## config.mk

```make
export PLATFORM = sky130hd
export DESIGN_NAME = alu_seq
export DESIGN_NICKNAME = d
export VERILOG_FILES = /design/src/rtl/alu_seq_pkg.sv /design/src/rtl/alu_seq_mul.sv /design/src/rtl/alu_seq.sv
export SDC_FILE = /design/constraint.sdc
export NUM_CORES = 1
export LEC_CHECK = 0
export CORE_ASPECT_RATIO = 1.2
export CORE_MARGIN = 2
export CORE_UTILIZATION = 35
export DETAILED_ROUTE_END_ITERATION = 12
export PLACE_DENSITY = 0.58
export SLEW_MARGIN = 25
export SYNTH_ARGS = -nofsm -noshare
export SYNTH_HDL_FRONTEND = slang
export SYNTH_HIERARCHICAL = 1
export SYNTH_SLANG_ARGS = --single-unit
export TNS_END_PERCENT = 30
```

## constraint.sdc

```tcl
create_clock -name clk -period 9.5 [get_ports clk]
set_input_delay 1.9 -clock clk [delete_from_list [all_inputs] [get_ports clk]]
set_output_delay 1.9 -clock clk [all_outputs]
set_load 0.005 [all_outputs]
```

## src/rtl/alu_seq_pkg.sv

```systemverilog
// Shared types and defaults for the handshaked sequential ALU (alu_seq).
package alu_seq_pkg;

  localparam int DATA_W_DEF = 16;

  typedef enum logic [2:0] {
    OP_ADD  = 3'd0,
    OP_SUB  = 3'd1,
    OP_MUL  = 3'd2,
    OP_AND  = 3'd3,
    OP_OR   = 3'd4,
    OP_XOR  = 3'd5,
    OP_SLT  = 3'd6,
    OP_PASS = 3'd7
  } op_e;

  typedef enum logic [1:0] {
    IDLE = 2'd0,
    BUSY = 2'd1,
    DONE = 2'd2
  } state_e;

endpackage

```

## src/rtl/alu_seq_mul.sv

```systemverilog
// Iterative signed shift-add multiplier: one partial product per cycle,
// product ready DATA_W cycles after start; done stays high until the next start.
module alu_seq_mul
  import alu_seq_pkg::*;
#(
  parameter int DATA_W = DATA_W_DEF,
  parameter int RES_W  = 2 * DATA_W,
  parameter int CNT_W  = $clog2(DATA_W + 1)
) (
  input  logic              clk,
  input  logic              rst_n,
  input  logic              start,
  input  logic [DATA_W-1:0] a,
  input  logic [DATA_W-1:0] b,
  output logic              done,
  output logic [RES_W-1:0]  p
);

  logic [RES_W-1:0]  r_mcand;
  logic [RES_W-1:0]  r_acc;
  logic [RES_W-1:0]  w_acc_next;
  logic [DATA_W-1:0] r_mplier;
  logic [CNT_W-1:0]  r_cnt;
  logic              r_done;

  // The final partial product carries b's sign weight, so it is subtracted.
  always_comb begin
    w_acc_next = r_acc;
    if (r_mplier[0]) begin
      w_acc_next = (r_cnt == CNT_W'(1)) ? (r_acc - r_mcand) : (r_acc + r_mcand);
    end
  end

  always_ff @(posedge clk or negedge rst_n) begin
    if (!rst_n) begin
      r_mcand  <= '0;
      r_acc    <= '0;
      r_mplier <= '0;
      r_cnt    <= '0;
      r_done   <= 1'b0;
    end else if (start) begin
      r_mcand  <= {{(RES_W-DATA_W){a[DATA_W-1]}}, a};
      r_acc    <= '0;
      r_mplier <= b;
      r_cnt    <= CNT_W'(DATA_W);
      r_done   <= 1'b0;
    end else if (r_cnt != '0) begin
      r_acc    <= w_acc_next;
      r_mcand  <= r_mcand << 1;
      r_mplier <= r_mplier >> 1;
      r_cnt    <= r_cnt - CNT_W'(1);
      r_done   <= (r_cnt == CNT_W'(1));
    end
  end

  assign done = r_done;
  assign p    = r_acc;

endmodule

```

## src/rtl/alu_seq.sv

```systemverilog
// Handshaked signed ALU: single-cycle ops plus an iterative multiply, result held until taken.
// Define ALU_SEQ_SAT_EN to saturate ADD/SUB to DATA_W and expose the sticky ovf flag.
module alu_seq
  import alu_seq_pkg::*;
#(
  parameter  int DATA_W = DATA_W_DEF,
  localparam int RES_W  = 2 * DATA_W,
  localparam int CNT_W  = $clog2(DATA_W + 1)
) (
  input  logic              clk,
  input  logic              rst_n,
  input  logic              in_valid,
  output logic              in_ready,
  input  op_e               op,
  input  logic [DATA_W-1:0] a,
  input  logic [DATA_W-1:0] b,
  output logic              out_valid,
  input  logic              out_ready,
  output logic [RES_W-1:0]  r,
  output logic              busy
`ifdef ALU_SEQ_SAT_EN
  ,
  output logic              ovf
`endif
);

  localparam int EXT_W = RES_W - DATA_W;

  state_e           r_state, w_state_next;
  logic [CNT_W-1:0] r_cnt, w_cnt_next;
  logic [RES_W-1:0] r_res, w_res_next;
  logic             r_out_valid, w_valid_next;
  logic             w_accept, w_start, w_mul_done;
  logic [RES_W-1:0] w_mul_p;
  logic [RES_W-1:0] w_single;
  logic [DATA_W:0]  w_sum, w_diff;
  logic [DATA_W-1:0] w_bits;

  assign w_sum  = {a[DATA_W-1], a} + {b[DATA_W-1], b};
  assign w_diff = {a[DATA_W-1], a} - {b[DATA_W-1], b};

`ifdef ALU_SEQ_SAT_EN
  logic              r_ovf, w_ovf_next, w_sat;
  logic [DATA_W-1:0] w_sum_sat, w_diff_sat;

  // Overflow of the DATA_W range shows as the two top bits of the wide result disagreeing.
  function automatic logic [DATA_W-1:0] sat_w(input logic [DATA_W:0] v);
    if (v[DATA_W] != v[DATA_W-1]) begin
      return v[DATA_W] ? {1'b1, {(DATA_W-1){1'b0}}} : {1'b0, {(DATA_W-1){1'b1}}};
    end
    return v[DATA_W-1:0];
  endfunction

  assign w_sum_sat  = sat_w(w_sum);
  assign w_diff_sat = sat_w(w_diff);
`endif

  always_comb begin
    w_single = '0;
    w_bits   = '0;
`ifdef ALU_SEQ_SAT_EN
    w_sat    = 1'b0;
`endif
    case (op)
`ifdef ALU_SEQ_SAT_EN
      OP_ADD: begin
        w_single = {{EXT_W{w_sum_sat[DATA_W-1]}}, w_sum_sat};
        w_sat    = (w_sum[DATA_W] != w_sum[DATA_W-1]);
      end
      OP_SUB: begin
        w_single = {{EXT_W{w_diff_sat[DATA_W-1]}}, w_diff_sat};
        w_sat    = (w_diff[DATA_W] != w_diff[DATA_W-1]);
      end
`else
      OP_ADD:  w_single = {{(EXT_W-1){w_sum[DATA_W]}}, w_sum};
      OP_SUB:  w_single = {{(EXT_W-1){w_diff[DATA_W]}}, w_diff};
`endif
      OP_AND: begin
        w_bits   = a & b;
        w_single = {{EXT_W{w_bits[DATA_W-1]}}, w_bits};
      end
      OP_OR: begin
        w_bits   = a | b;
        w_single = {{EXT_W{w_bits[DATA_W-1]}}, w_bits};
      end
      OP_XOR: begin
        w_bits   = a ^ b;
        w_single = {{EXT_W{w_bits[DATA_W-1]}}, w_bits};
      end
      OP_SLT:  w_single = {{(RES_W-1){1'b0}}, ($signed(a) < $signed(b))};
      OP_PASS: w_single = {{EXT_W{a[DATA_W-1]}}, a};
      default: w_single = '0;
    endcase
  end

  assign in_ready = (r_state == IDLE) || ((r_state == DONE) && out_ready);
  assign w_accept = in_valid && in_ready;

  always_comb begin
    w_state_next = r_state;
    w_cnt_next   = r_cnt;
    w_res_next   = r_res;
    w_valid_next = r_out_valid;
    w_start      = 1'b0;
`ifdef ALU_SEQ_SAT_EN
    w_ovf_next   = r_ovf;
`endif
    case (r_state)
      BUSY: begin
        if (r_cnt != '0) begin
          w_cnt_next = r_cnt - CNT_W'(1);
        end else if (w_mul_done) begin
          w_state_next = DONE;
          w_res_next   = w_mul_p;
          w_valid_next = 1'b1;
        end
      end
      IDLE, DONE: begin
        if ((r_state == DONE) && out_ready) begin
          w_state_next = IDLE;
          w_valid_next = 1'b0;
        end
        // A DONE-state accept overrides the drain above, so results stream without a bubble.
        if (w_accept) begin
          if (op == OP_MUL) begin
            w_state_next = BUSY;
            w_cnt_next   = CNT_W'(DATA_W);
            w_start      = 1'b1;
            w_valid_next = 1'b0;
          end else begin
            w_state_next = DONE;
            w_res_next   = w_single;
            w_valid_next = 1'b1;
`ifdef ALU_SEQ_SAT_EN
            w_ovf_next   = r_ovf | w_sat;
`endif
          end
        end
      end
      default: w_state_next = IDLE;
    endcase
  end

  always_ff @(posedge clk or negedge rst_n) begin
    if (!rst_n) begin
      r_state     <= IDLE;
      r_cnt       <= '0;
      r_res       <= '0;
      r_out_valid <= 1'b0;
`ifdef ALU_SEQ_SAT_EN
      r_ovf       <= 1'b0;
`endif
    end else begin
      r_state     <= w_state_next;
      r_cnt       <= w_cnt_next;
      r_res       <= w_res_next;
      r_out_valid <= w_valid_next;
`ifdef ALU_SEQ_SAT_EN
      r_ovf       <= w_ovf_next;
`endif
    end
  end

  alu_seq_mul #(
    .DATA_W (DATA_W),
    .RES_W  (RES_W),
    .CNT_W  (CNT_W)
  ) u_mul (
    .clk   (clk),
    .rst_n (rst_n),
    .start (w_start),
    .a     (a),
    .b     (b),
    .done  (w_mul_done),
    .p     (w_mul_p)
  );

  assign out_valid = r_out_valid;
  assign r         = r_res;
  assign busy      = (r_state == BUSY);
`ifdef ALU_SEQ_SAT_EN
  assign ovf       = r_ovf;
`endif

endmodule
```

==> impl_summary.txt <==
----------------------------------------------------
[Run status]
  Run status ... finished clean

[Drt]
  Via/cell ratio ... 5.74
  DR iter-0 viols ... around 760
  DRT antenna net count ... 0
  Via count of the routed design ... between 10,000 and 15,000
  Number of remaining DRC errors ... 0
  First-pass DRT Iterations ... 5
  Routed wire length per instance ... 19.3 µm
  Sum of routed wire length over all layers ... around 34,000 µm

[Critical path]
  Maximum net fanout on the critical path ... 74
  Type of origin of the critical path ... input pin
  Critical Path Sink Type ... flop
  Setup Crit Path Kind ... in -> reg
  Required time worst endpoint ... between 9 and 10 ns
  Crit path cell chain ... clkdlybuf4s50_1, buf_4, nor3b_2, nand3_1, inv_2, buf_4, clkinv_1, and3_1, nand3_1, nor2_1, a221oi_1, nand2_1
  Slowest stage cell, crit path ... clkinv_1
  Slowest stage delay, CP ... slightly below 0.7 ns
  CP Data Arrival Time ... 5.71 ns

[Yosys]
  Proportion of synthesized flip-flops having asynchronous set or reset ... 100%
  Yosys warnings ... 6
  Post-synthesis cell type with the largest combined area ... dfrtp_1
  Number of different library cells in the post-synthesis netlist ... 84
  Total standard cell area after synthesis ... ~11,000 µm²
  Synth top area share ... slightly below 30%
  Synth Register Bits ... approximately 130
  Count of flip-flops with a built-in enable after synthesis ... 0
  Nets in the synthesized netlist ... between 1,000 and 1,500
  Mapped Avg Cell Area ... 8.08 µm²
  Sequential fraction of the synthesis area ... roughly 29%
  Commonest register cell after synthesis ... dfrtp_1
  Gate Count Post-Synth ... ~1,300
  Top cells by area, synth ... dfrtp_1 29%, ha_1 10%, o21ai_0 5.8%

[Clock network]
  Post-cts resize count ... 0
  Clock slew at reported path FFs ... around 0.06 ns
  Clock Sink Count ... between 100 and 150
  Root cell of the clock tree ... clkbuf_16
  Setup fix buffers added after clock tree synthesis ... 0
  Number of buffers created by CTS ... 17
  Clock tree from TritonCTS ... yes
  Hold buffers post-CTS ... 0
  H-tree depth ... 4
  Clock latency of the later-clocked register in the worst-skew pair ... roughly 0.42 ns
  Worst-case clock buffer depth ... 2

[Finish]
  Combined area of the multi-input logic cells ... 7000 µm²
  Count of inserted antenna diode cells ... 0
  Number of fill cells in the layout ... just over 3,000
  Sequential standard cell area ... roughly 3200 µm²
  Post-layout nets ... 1,486
  Finished layout cell area ... around 12,000 µm²
  Layout cell share with drive strength beyond 1 ... under 10%
  Number of standard cells in the final layout excluding fillers ... about 1,800
  Area overhead of the layout relative to synthesis ... 15.0%
  Utilization after layout ... 40.7%

[Place]
  Final weighted congestion in routability-driven placement ... 0.924
  Dpl hpwl ... 25,400 µm
  Placed cell areas ... 11,700 µm²
  Buffers on Ports ... between 70 and 80
  Cells after DPL ... between 1,500 and 2,000

[STA]
  Post-route fraction of the period consumed by the critical path ... around 57%
  Unrepaired setup endpoints after global routing ... false
  Final min period ... about 5.4 ns
  Number of endpoints failing setup at the final stage ... 0
  Slew at the pin closest to its max-slew limit ... about 0.93 ns
  Hold slack ... roughly 0.48 ns
  Final Hold Violating Endpoints ... 0
  Maximum clock rate ... around 0.18 GHz
  Setup skew after layout ... roughly 0.016 ns
  Total count of max-transition violations in the final report ... 0
  Headroom to the max-slew limit ... 36.3%
  Summed negative setup slack over all endpoints ... 0 ns

[Floorplanning]
  Floorplan die width ... approximately 160 µm
  Number of placed I/O pins ... 74
  Std cell rows ... 70
  Initial Utilization ... between 30 and 40%
  Vert. Die Dim ... a little under 200 µm
  Total die area ... around 32,000 µm²
  Area of the core region ... 30,400 µm²

[Pwr]
  Leakage dissipation ... ~0.0053 µW
  Power per cell area ... about 330 nW/µm²
  Maximum resistive drop on vdd ... around 0.14 mV

[Global routing]
  Maximum number of pins on one net before global-route repair ... 75
  Overall fraction of global-route tracks in use ... roughly a fifth
  Gr ovfl total ... 0
  Via count of the first global-routing pass ... roughly 9,700
  First-pass GRT wire length ... around 54,000 µm
  Initial antenna violation count ... 0

[Run]
  Count of maximum capacitance violations ... 0

[Hold path]
  Type of the tightest min-delay check ... reg -> reg

----------------------------------------------------
-- layout make-up --
class | count | area share, %
sequential | 126 | 25.5
timing repair buffer | 85 | 6.77
multi-input combinational | 1055 | 56.6
inverter | 72 | 2.19
clock buffer | 19 | 3.58
tap | 396 | 4.01
clock inverter | 13 | 1.35
-- critical path: cells and delay by family --
family                 cells  cell delay [ns]
buffers and inverters      5             2.02
AND/OR/NAND/NOR            6             1.48
AO/OA/AOI/OAI              1             0.23
-- layer usage --
metal	GRT usage (%)	up-vias	part of all wire (%)	wire length (µm)
met3	2.45	54	4.0	1370
met1	26.1	4921	42	14400
met4	8.77	0	3.5	1190
met2	37.2	289	50	17000
li1	-	4869	-	-
met5	0	-	0	0
-- synthesized netlist by cell type, types with 7 or more instances --
cell type,number
a211oi_1,15
a21o_1,21
a21oi_1,100
a221o_1,7
a31oi_1,23
and3_1,11
clkbuf_1,64
dfrtp_1,126
ha_1,87
inv_1,70
mux2i_1,48
nand2_1,159
nand2b_1,16
nand3_1,28
nand4_1,10
nor2_1,91
nor2b_1,14
nor3_1,39
nor4_1,8
o211ai_1,28
o21a_1,9
o21ai_0,124
o21ai_2,10
o21bai_1,9
o221ai_1,7
o22ai_1,13
o31ai_1,15
or3_1,9
xnor2_1,36
xor2_1,24
-- kinds of logic (layout without fill, tap and decap cells) --
logic type,after synthesis,count (layout),share of synthesized area (%)
AOI/OAI and AO/OA,441,441,26.5
xor gates and xnor gates,61,61,5.04
adders and majority gates,90,90,10.7
buffers and inverters,151,189,5.70
DFF,126,126,29.3
muxes,51,51,4.78
and+or+nand+nor,412,412,17.9
-- power breakdown --
group | total [µW] | leakage, µW | internal [µW] | switching, µW
Sequential | 1010 | 0.00159 | 761 | 245
Combinational | 2450 | 0.00345 | 1030 | 1410
Clock | 681 | 0.000277 | 420 | 261
-- sequential cells by signal, summed over array words and instances, names as in the netlist --
register,flops
out_valid,1
r,32
r_cnt,5
r_state,2
u_mul/done,1
u_mul/p,32
u_mul/r_cnt,5
u_mul/r_mcand,32
u_mul/r_mplier,16
-- layout by cell type (no fill, tap or decap), types with 9 or more instances in the layout --
master / netlist / routed
a211oi_1: 15 / 15
a21o_1: 21 / 21
a21oi_1: 100 / 99
a31oi_1: 23 / 23
and3_1: 11 / 11
buf_4: 3 / 11
clkbuf_16: 0 / 17
clkdlybuf4s50_1: 0 / 71
dfrtp_1: 126 / 126
ha_1: 87 / 87
inv_1: 70 / 69
mux2i_1: 48 / 48
nand2_1: 159 / 159
nand2b_1: 16 / 16
nand3_1: 28 / 28
nand4_1: 10 / 10
nor2_1: 91 / 89
nor2b_1: 14 / 14
nor3_1: 39 / 39
o211ai_1: 28 / 28
o21a_1: 9 / 9
o21ai_0: 124 / 124
o21ai_2: 10 / 10
o21bai_1: 9 / 9
o22ai_1: 13 / 13
o31ai_1: 15 / 15
or3_1: 9 / 9
xnor2_1: 36 / 36
xor2_1: 24 / 24
-- stage by stage --
step                      total power (µW)  setup slack, ns
after detailed placement              3430             3.63
after global routing                  4470             3.76
after CTS                             4140             4.08
final                                 4140             4.09
after global placement                3410             3.79
after floorplan                       2740             5.30
-- final timing paths --
| check | from | endpoint | slack (ns) | cells past startpoint |
|---|---|---|---|---|
| min in group asynchronous | rst_n | r[21]$_DFFE_PN0P_ | 1.43 | 1 |
| setup reg to reg | u_mul/r_mcand[9]$_DFFE_PN0P_ | u_mul/p[31]$_DFFE_PN0P_ | 4.63 | 12 |
| max in group asynchronous | rst_n | u_mul/r_mcand[30]$_DFFE_PN0P_ | 7.04 | 3 |
| hold reg to reg | r[4]$_DFFE_PN0P_ | r[4]$_DFFE_PN0P_ | 0.48 | 2 |
| setup / recovery | op[1] | u_mul/p[29]$_DFFE_PN0P_ | 4.09 | 12 |
| hold / removal | r[4]$_DFFE_PN0P_ | r[4]$_DFFE_PN0P_ | 0.48 | 2 |
Note: power is estimated with default switching activity, not from simulation.
